$ cat src/rtl/imem_loader_pkg.sv
// Shared definitions for the instruction-memory boot loader.
//
// Contents:
//   state_t        - loader FSM states
//   FRAME_IDX_*    - position of each field inside a load frame
//   WORD_BYTES     - byte stride between consecutive instruction words
//   accepts_stream - states in which the loader takes stream words
//   frame_index    - frame field consumed by a given state
//
// Optional feature macro: IMEM_LOADER_CHECKSUM_EN (adds a trailer word and
// the CHECK state; see imem_loader.sv).
package imem_loader_pkg;

  typedef enum logic [2:0] {
    IDLE,
    HDR_BASE,
    HDR_LEN,
    LOAD,
    CHECK,
    RUN,
    ERROR
  } state_t;

  // Frame layout: base address, payload word count, then the payload.
  localparam int FRAME_IDX_BASE    = 0;
  localparam int FRAME_IDX_LEN     = 1;
  localparam int FRAME_IDX_PAYLOAD = 2;

  localparam int WORD_BYTES = 4;

  // The loader is busy, and ready for stream data, in exactly these states.
  function automatic logic accepts_stream(state_t s);
    return (s == HDR_BASE) || (s == HDR_LEN) || (s == LOAD) || (s == CHECK);
  endfunction

  // First frame word a state consumes; every state from LOAD onward
  // consumes payload (or trailer) words.
  function automatic int frame_index(state_t s);
    case (s)
      HDR_BASE: return FRAME_IDX_BASE;
      HDR_LEN:  return FRAME_IDX_LEN;
      default:  return FRAME_IDX_PAYLOAD;
    endcase
  endfunction

endpackage

$ cat src/rtl/imem_loader_fsm.sv
// Control FSM of the instruction-memory loader: state register,
// next-state logic and stream handshake decode.
//
// Ports:
//   clk, arst_n      - clock, asynchronous active-low reset
//   start            - one-cycle pulse requesting a new load
//   s_valid          - stream word valid
//   base_misaligned  - current stream word is a non word-aligned base
//   range_err        - base + 4*N (current word as N) exceeds the memory
//   len_zero         - current stream word, taken as N, is zero
//   last_word        - the pending payload word is the final one
//   trailer_ok       - trailer equals payload XOR (IMEM_LOADER_CHECKSUM_EN only)
//   state            - current state
//   next_state       - state after this clock edge
//   s_ready          - loader accepts a stream word this cycle
//   hs               - stream handshake (s_valid & s_ready)
//
// Optional feature macro: IMEM_LOADER_CHECKSUM_EN.
module imem_loader_fsm
  import imem_loader_pkg::*;
(
  input  logic   clk,
  input  logic   arst_n,
  input  logic   start,
  input  logic   s_valid,
  input  logic   base_misaligned,
  input  logic   range_err,
  input  logic   len_zero,
  input  logic   last_word,
`ifdef IMEM_LOADER_CHECKSUM_EN
  input  logic   trailer_ok,
`endif
  output state_t state,
  output state_t next_state,
  output logic   s_ready,
  output logic   hs
);

  // After the last payload word the frame either ends or expects a trailer.
  state_t after_payload;
`ifdef IMEM_LOADER_CHECKSUM_EN
  assign after_payload = CHECK;
`else
  assign after_payload = RUN;
`endif

  // State register.
  always_ff @(posedge clk or negedge arst_n) begin
    if (!arst_n) begin
      state <= IDLE;
    end else begin
      state <= next_state;
    end
  end

  // Handshake decode and next-state logic. start is only honoured in
  // IDLE, RUN and ERROR so a load in progress cannot be disturbed.
  always_comb begin
    s_ready    = accepts_stream(state);
    hs         = s_valid && s_ready;
    next_state = state;
    case (state)
      IDLE: begin
        if (start) next_state = HDR_BASE;
      end
      HDR_BASE: begin
        if (hs) next_state = base_misaligned ? ERROR : HDR_LEN;
      end
      HDR_LEN: begin
        if (hs) begin
          if (range_err)     next_state = ERROR;
          else if (len_zero) next_state = after_payload;
          else               next_state = LOAD;
        end
      end
      LOAD: begin
        if (hs && last_word) next_state = after_payload;
      end
`ifdef IMEM_LOADER_CHECKSUM_EN
      CHECK: begin
        if (hs) next_state = trailer_ok ? RUN : ERROR;
      end
`endif
      RUN, ERROR: begin
        if (start) next_state = HDR_BASE;
      end
      default: next_state = IDLE;
    endcase
  end

endmodule

$ cat src/rtl/imem_loader.sv
// Boot-time loader for the five-stage RISC-V core. Receives a framed
// stream (base byte address, payload count N, N payload words) and
// writes the payload into instruction memory through the core's external
// write port, holding the core disabled until the image is complete.
//
// Parameters:
//   IMEM_BYTES - instruction memory capacity in bytes
//   ADDR_W     - width of addr_ext
//
// Ports:
//   clk, arst_n - clock, asynchronous active-low reset
//   start       - one-cycle pulse, begins a new load
//   s_valid     - stream word valid
//   s_data      - stream word
//   s_ready     - loader accepts s_data this cycle
//   addr_ext    - instruction memory byte address
//   wen_ext     - instruction memory write strobe (one cycle per word)
//   wdata_ext   - instruction word to write
//   cpu_enable  - core enable
//   busy        - load in progress
//   error       - sticky load error, cleared by the next start
//
// Optional feature macro: IMEM_LOADER_CHECKSUM_EN. When defined, a trailer
// word equal to the XOR of all payload words follows the payload and is
// checked before the core is released; the trailer is never written.
module imem_loader
  import imem_loader_pkg::*;
#(
  parameter int IMEM_BYTES = 512,
  parameter int ADDR_W     = 64
) (
  input  logic              clk,
  input  logic              arst_n,
  input  logic              start,
  input  logic              s_valid,
  input  logic [31:0]       s_data,
  output logic              s_ready,
  output logic [ADDR_W-1:0] addr_ext,
  output logic              wen_ext,
  output logic [31:0]       wdata_ext,
  output logic              cpu_enable,
  output logic              busy,
  output logic              error
);

  state_t            state;
  state_t            next_state;
  logic              hs;
  logic              base_hs;
  logic              len_hs;
  logic              load_hs;
  logic [ADDR_W-1:0] cur_addr;
  logic [31:0]       remaining;
  logic [ADDR_W+1:0] frame_end;
  logic              range_err;
`ifdef IMEM_LOADER_CHECKSUM_EN
  logic [31:0]       xor_acc;
`endif

  assign base_hs = hs && (state == HDR_BASE);
  assign len_hs  = hs && (state == HDR_LEN);
  assign load_hs = hs && (state == LOAD);

  // cur_addr still holds the base while the length word is on s_data.
  // The end address is formed two bits wider than ADDR_W so a huge N
  // cannot wrap around and look legal.
  assign frame_end = (ADDR_W+2)'(cur_addr) + ((ADDR_W+2)'(s_data) << 2);
  assign range_err = frame_end > (ADDR_W+2)'(IMEM_BYTES);

  imem_loader_fsm u_fsm (
    .clk             (clk),
    .arst_n          (arst_n),
    .start           (start),
    .s_valid         (s_valid),
    .base_misaligned (s_data[1:0] != 2'b00),
    .range_err       (range_err),
    .len_zero        (s_data == 32'd0),
    .last_word       (remaining == 32'd1),
`ifdef IMEM_LOADER_CHECKSUM_EN
    .trailer_ok      (s_data == xor_acc),
`endif
    .state           (state),
    .next_state      (next_state),
    .s_ready         (s_ready),
    .hs              (hs)
  );

  // Address and remaining-count counters (plus the payload XOR when the
  // checksum is built in). The address is loaded from the base word and
  // advances one word per accepted payload word.
  always_ff @(posedge clk or negedge arst_n) begin
    if (!arst_n) begin
      cur_addr  <= '0;
      remaining <= '0;
`ifdef IMEM_LOADER_CHECKSUM_EN
      xor_acc   <= '0;
`endif
    end else begin
      if (base_hs) begin
        cur_addr <= ADDR_W'(s_data);
      end else if (load_hs) begin
        cur_addr <= cur_addr + ADDR_W'(WORD_BYTES);
      end
      if (len_hs) begin
        remaining <= s_data;
      end else if (load_hs) begin
        remaining <= remaining - 32'd1;
      end
`ifdef IMEM_LOADER_CHECKSUM_EN
      if (len_hs) begin
        xor_acc <= '0;
      end else if (load_hs) begin
        xor_acc <= xor_acc ^ s_data;
      end
`endif
    end
  end

  // Registered outputs. cpu_enable only rises once RUN has been held for
  // a cycle, so the final write strobe lands before the core fetches; a
  // start while running drops it on the very next cycle.
  always_ff @(posedge clk or negedge arst_n) begin
    if (!arst_n) begin
      addr_ext   <= '0;
      wen_ext    <= 1'b0;
      wdata_ext  <= '0;
      cpu_enable <= 1'b0;
      busy       <= 1'b0;
      error      <= 1'b0;
    end else begin
      wen_ext <= load_hs;
      if (load_hs) begin
        addr_ext  <= cur_addr;
        wdata_ext <= s_data;
      end
      cpu_enable <= (state == RUN) && (next_state == RUN);
      busy       <= accepts_stream(next_state);
      error      <= (next_state == ERROR);
    end
  end

endmodule

$ cat config.mk
export PLATFORM = sky130hd
export DESIGN_NAME = imem_loader
export DESIGN_NICKNAME = d
export VERILOG_FILES = /design/src/rtl/imem_loader_pkg.sv /design/src/rtl/imem_loader_fsm.sv /design/src/rtl/imem_loader.sv
export SDC_FILE = /design/constraint.sdc
export NUM_CORES = 1
export LEC_CHECK = 0
export BUFFER_PORTS_ARGS = -buffer_cell sky130_fd_sc_hd__buf_2
export CAP_MARGIN = 15
export CORE_ASPECT_RATIO = 0.5
export CORE_MARGIN = 2
export CORE_UTILIZATION = 40
export DETAILED_ROUTE_END_ITERATION = 12
export PLACE_DENSITY = 0.57
export SYNTH_ARGS = -nofsm -noshare
export SYNTH_HDL_FRONTEND = slang
export SYNTH_SLANG_ARGS = --single-unit
$ cat constraint.sdc
create_clock -name clk -period 5.1 [get_ports clk]
set_clock_uncertainty 0.05 [all_clocks]
set_input_delay 1.02 -clock clk [delete_from_list [all_inputs] [get_ports clk]]
set_output_delay 1.02 -clock clk [all_outputs]
set_load 0.005 [all_outputs]
---- After elaboration in Yosys (flattened, before gate mapping) ----
Cells that the tools add are included.
word-level totals
  flip-flop bits (word level) ............. 199
  input port bits ......................... 36
operators by class
  add/subtract/negate cells ............... 3
  order comparisons ....................... 1
  equal/unequal tests ..................... 13
  multiplexer cells ....................... 12
  reduce and logical (&&, ||, !) cells .... 18
operators by type and width
  operator                 count
  $mux W64                 2
  $add A64 B34 Y65         1
  $gt A65 B10 Y1 const B   1
  $add A64 B3 Y64 const B  1
  $mux W32                 2
  $eq A32 B1 Y1 const B    1
  $logic_not A32 Y1        1
  $sub A32 B1 Y32 const B  1
  $mux W3                  7
  $eq A3 B3 Y1 const B     6
  $eq A3 B2 Y1 const B     4
  $pmux W3 S4              1
  $eq A3 B1 Y1 const B     2
  $logic_and A1 B1 Y1      6
  $logic_or A1 B1 Y1       6
  $reduce_bool A2 Y1       3
  $logic_not A3 Y1         1
  $reduce_or A3 Y1         1

---- Longest topological paths before layout ----
  depth after elaboration ................. 12
  mapped depth ............................ 15
  mapped depth without buffers ............ 15

---- Cells and area by module ----
From an unflattened synthesis, not the netlist that was laid out.
second synthesis, totals
  cells, all modules ...................... 1576
  area total of the unflattened synthesis .. 12483.2 µm²
by module, submodules not included
  module           times used  cells an instance  area an instance (µm²)  seq. area each (µm²)
  imem_loader      1           1547               12199.2                 4904.7
  imem_loader_fsm  1           29                 284.0                   75.1

---- Worst setup path after synthesis ----
OpenSTA, ideal clock, no wires.
  path type ............................... input port to flip-flop
  start ................................... in s_data[0]
  end ..................................... reg u_fsm.state[0]
  library setup time ...................... 0.096 ns
  arrival time ............................ 4.492 ns
  setup slack ............................. 0.462 ns
  cell stages on the path ................. 14
  path buffers ............................ 0
  cells stage by stage .................... ha_1 -> inv_1 -> fa_1 -> and2b_1 -> o211ai_2 -> a211oi_1 -> o21ai_2 -> o21ai_2 -> a21oi_1 -> or4_2 -> or4_1 -> nor4_2 -> nor2_1 -> o32ai_2
between the ends
  longest elaborated chain between the ends .. 5
ends and longest elaborated chain
  what                    RTL line               text
  start: declaration      imem_loader.sv:36      input logic [31:0] s_data,
  $add A64 B34 Y65        imem_loader.sv:67      assign frame_end = (ADDR_W+2)'(cur_addr) + ((ADDR_W+2)'(s_data) << 2);
  $gt A65 B10 Y1          imem_loader.sv:68      assign range_err = frame_end > (ADDR_W+2)'(IMEM_BYTES);
  $mux W3                 imem_loader_fsm.sv:71  if (range_err) next_state = ERROR;
  $mux W3                 imem_loader_fsm.sv:70  if (hs) begin
  $pmux W3 S4             imem_loader_fsm.sv:62  case (state)
  via next_state[0]       imem_loader.sv:47      state_t next_state;
  end signal: assignment  imem_loader_fsm.sv:52  state <= next_state;
  end: declaration        imem_loader_fsm.sv:33  output state_t state,
The timed path passes the listed nets, and every way through them passes these cells.
A chain may end at the register's enable or synchronous reset.

---- Worst setup path after layout ----
  start ................................... in s_data[25]
  end ..................................... reg u_fsm.state[0]
Same word-level chain as after synthesis.

==> metrics.cfg <==
[sta]
finalSetupViolCount=0
finalHoldViolCount=0
finalCritPeriodShare=0.955
rsz0062_at_grt=no
relSlewSlack=0.362
report.final.slew_viol_count=0
worstMarginPinSlew_ps=957
max_freq_mhz=205
period_needed_ps=4870

[placed_design]
placed_area_mm2=0.0144
dp_hpwl_mm=37.1
gp_congestion=0.953
place_inst=2185
io_buffers=136

[global_routing]
grt_overflow=0
grt_antenna_before_repair=3
grt_first_pass_wirelength_mm=73.7
grt_max_degree=93
grt_pass1_vias=12100
grtUsageTotal=0.292

[layout]
drive_gt1_frac=0.186
syn_to_final_growth_pct=18.2
fin_util=0.478
final_cells=2218
final_area_mm2=0.0150
nets=1844

[worst_setup_path]
start_kind=input port
end_kind=flop
required_ps=5410
worstPathMaxFanout=5
worstPathArrival_ps=5180
critPathKind=input port to flop

[power]
p_int_mw=4.01
netSwitchingPower_mw=3.22
ir_drop_mv=0.220
p_leak_nw=7.04
p_comb_frac=0.460
clockPowerShare=0.198
power_density_mw_per_mm2=481
p_sw_frac=0.445
pwr-share-seq=0.342

[synthesis]
synth_edf_count=0
async_flop_share=1.00
syn-cell-area_mm2=0.0127
yosys_warnings=0
synth_ff_type=dfrtp_1
synth-seq-area-share=0.391
yosysUniqueCellTypes=94
netlist_instances=1594
avgSynthCellArea_um2=7.98
synthesis.nets=1666
ys_ff_latch=199

[drt]
wire_per_inst_um=21.8
via_per_inst=5.87
vias=13000
drt_wl_total_mm=48.4
drt_iter0_drc=1269
dr.pass1.iters=5
drc=0
drtAntennaViolNets=0

[floorplan]
die-width_um=256
rows=46
io_pins=137
design.die.area_mm2=0.0333
die_y_um=130
initial_core_util=0.404
core_area_mm2=0.0315

[clock_network]
root_buffer=clkbuf_16
post_cts_buffers=0
cts.clk_slew.worst_paths_ps=80
clkLatencyLatePin_ps=470
numCtsBuffers=17
cts_tree=done
cts_buffer_depth=2
htree_levels=4
cts_num_sinks=199

[flow_run]
maxCapViolCount=0

[outcome]
status=complete, no violations

[hold_path]
hold_class=flop to flop

==> metal layers <==
metal | GRT usage | part of all wire | up-vias | wire length [µm]
met1 | 0.437 | 0.48 | 6391 | 23300
met5 | 0 | 0.00033 | - | 16
met2 | 0.429 | 0.42 | 495 | 20500
met3 | 0.0618 | 0.080 | 61 | 3870
li1 | - | - | 6072 | -
met4 | 0.0726 | 0.016 | 2 | 787
==> synthesized netlist by cell type (8+ instances only) <==
library cell / number / area share
o211ai_1: 16 / 0.0094
or3_1: 23 / 0.011
and3_1: 22 / 0.011
dfrtp_1: 199 / 0.39
nand4_1: 39 / 0.019
xor2_1: 15 / 0.010
nor4_1: 28 / 0.014
mux2i_1: 24 / 0.019
nor3_1: 42 / 0.017
nor2b_1: 8 / 0.0039
nand3_1: 56 / 0.022
and2_1: 9 / 0.0044
o22ai_1: 32 / 0.016
xnor2_1: 16 / 0.011
a211oi_1: 9 / 0.0053
or4_1: 9 / 0.0053
a221o_1: 9 / 0.0071
o21ai_0: 89 / 0.035
buf_2: 12 / 0.0047
inv_1: 22 / 0.0065
o21a_1: 10 / 0.0059
a21oi_1: 106 / 0.042
buf_1: 8 / 0.0024
nand2b_1: 10 / 0.0049
ha_1: 35 / 0.034
clkbuf_1: 61 / 0.018
nand2_1: 430 / 0.13
nor2_1: 95 / 0.028
==> registers in the layout, indices dropped and copies added, names as in the netlist <==
name	flops
addr_ext	64
cur_addr	64
remaining	32
wdata_ext	32
u_fsm.state	3
busy	1
cpu_enable	1
error	1
wen_ext	1
==> worst max-delay path: stages <==
cell	delay [ps]
buf_2	150
ha_1	360
buf_4	150
nand2_1	50
o21ai_0	430
a2bb2oi_1	430
nand4_1	140
nor4_1	420
nand4_1	150
nor4_1	340
nand4_1	140
or4_1	660
nor4_2	300
buf_4	170
nor2_1	40
o32ai_2	250
==> through the flow <==
stage	power [mW]	TNS [ps]	worst slack (ps)	hold slack [ps]
4_1_cts	7.22	0	258	429
3_5_place_dp	5.77	-633	-207	406
6_report	7.23	0	230	423
2_1_floorplan	4.45	0	462	412
5_1_grt	7.74	0	10.7	450
3_3_place_gp	5.72	-815	-256	401
==> final cells by class <==
type / count / area (µm²)
Fill cell: 3141 / 16400
Multi-Input combinational cell: 1276 / 7180
Sequential cell: 199 / 4980
Timing Repair Buffer: 256 / 1630
Tap cell: 432 / 541
Clock buffer: 18 / 439
Clock inverter: 14 / 176
Inverter: 22 / 83.8
Antenna cell: 1 / 2.50
==> power groups by stage <==
| stage | Clock (mW) | Sequential (mW) | Combinational (mW) |
|---|---|---|---|
| 3_3_place_gp | 0 | 2.47 | 3.25 |
| 6_report | 1.43 | 2.47 | 3.33 |
| 3_5_place_dp | 0 | 2.48 | 3.29 |
| 2_1_floorplan | 0 | 2.39 | 2.06 |
| 4_1_cts | 1.46 | 2.46 | 3.30 |
| 5_1_grt | 1.52 | 2.55 | 3.67 |
==> logic make-up (layout without fill, tap and decap cells) <==
group	Yosys count	in the layout	synth area share
compound gates	371	371	0.187
xor+xnor	31	31	0.0213
fa+ha+maj	36	36	0.0360
buf+inv	119	310	0.0455
flops	199	199	0.391
mux	27	27	0.0215
other cells	0	1	0
simple gates	811	811	0.297
==> cells in the final DEF (no fill, tap or decap), types with 9 or more instances in the layout <==
master / instances
and3_1: 22
o21ai_0: 88
inv_1: 21
dfrtp_1: 199
nor2_1: 94
o211ai_1: 16
or4_1: 9
nor3_1: 42
clkbuf_16: 17
ha_1: 35
nand2_1: 429
buf_2: 135
o21a_1: 10
nand3_1: 56
mux2i_1: 24
and2_1: 9
or3_1: 23
nand4_1: 39
a221o_1: 9
buf_4: 117
xor2_1: 15
a21oi_1: 106
nand2b_1: 10
o22ai_1: 32
xnor2_1: 16
nor4_1: 27
==> timing repair <==
item | CTS | global route
gates resized for setup | 0 | 2
setup endpoints to repair | 0 | 2
endpoints found under the hold margin | 0 | 0
hold buffers | 0 | 0
==> final timing paths <==
| kind | from | endpoint | slack, ps | depth (start not counted) |
|---|---|---|---|---|
| worst max register to register | cur_addr[6]$_DFFE_PN0P_ | u_fsm.state[0]$_DFF_PN0_ | 370 | 15 |
| worst min register to register | addr_ext[49]$_DFFE_PN0P_ | addr_ext[49]$_DFFE_PN0P_ | 420 | 2 |
| worst max-delay path | s_data[25] | u_fsm.state[0]$_DFF_PN0_ | 230 | 16 |
| min in group asynchronous | arst_n | addr_ext[38]$_DFFE_PN0P_ | 530 | 1 |
| worst min-delay path | addr_ext[49]$_DFFE_PN0P_ | addr_ext[49]$_DFFE_PN0P_ | 420 | 2 |
| max in group asynchronous | arst_n | remaining[17]$_DFFE_PN0P_ | 3350 | 2 |
(Power assumes the default switching activity.)
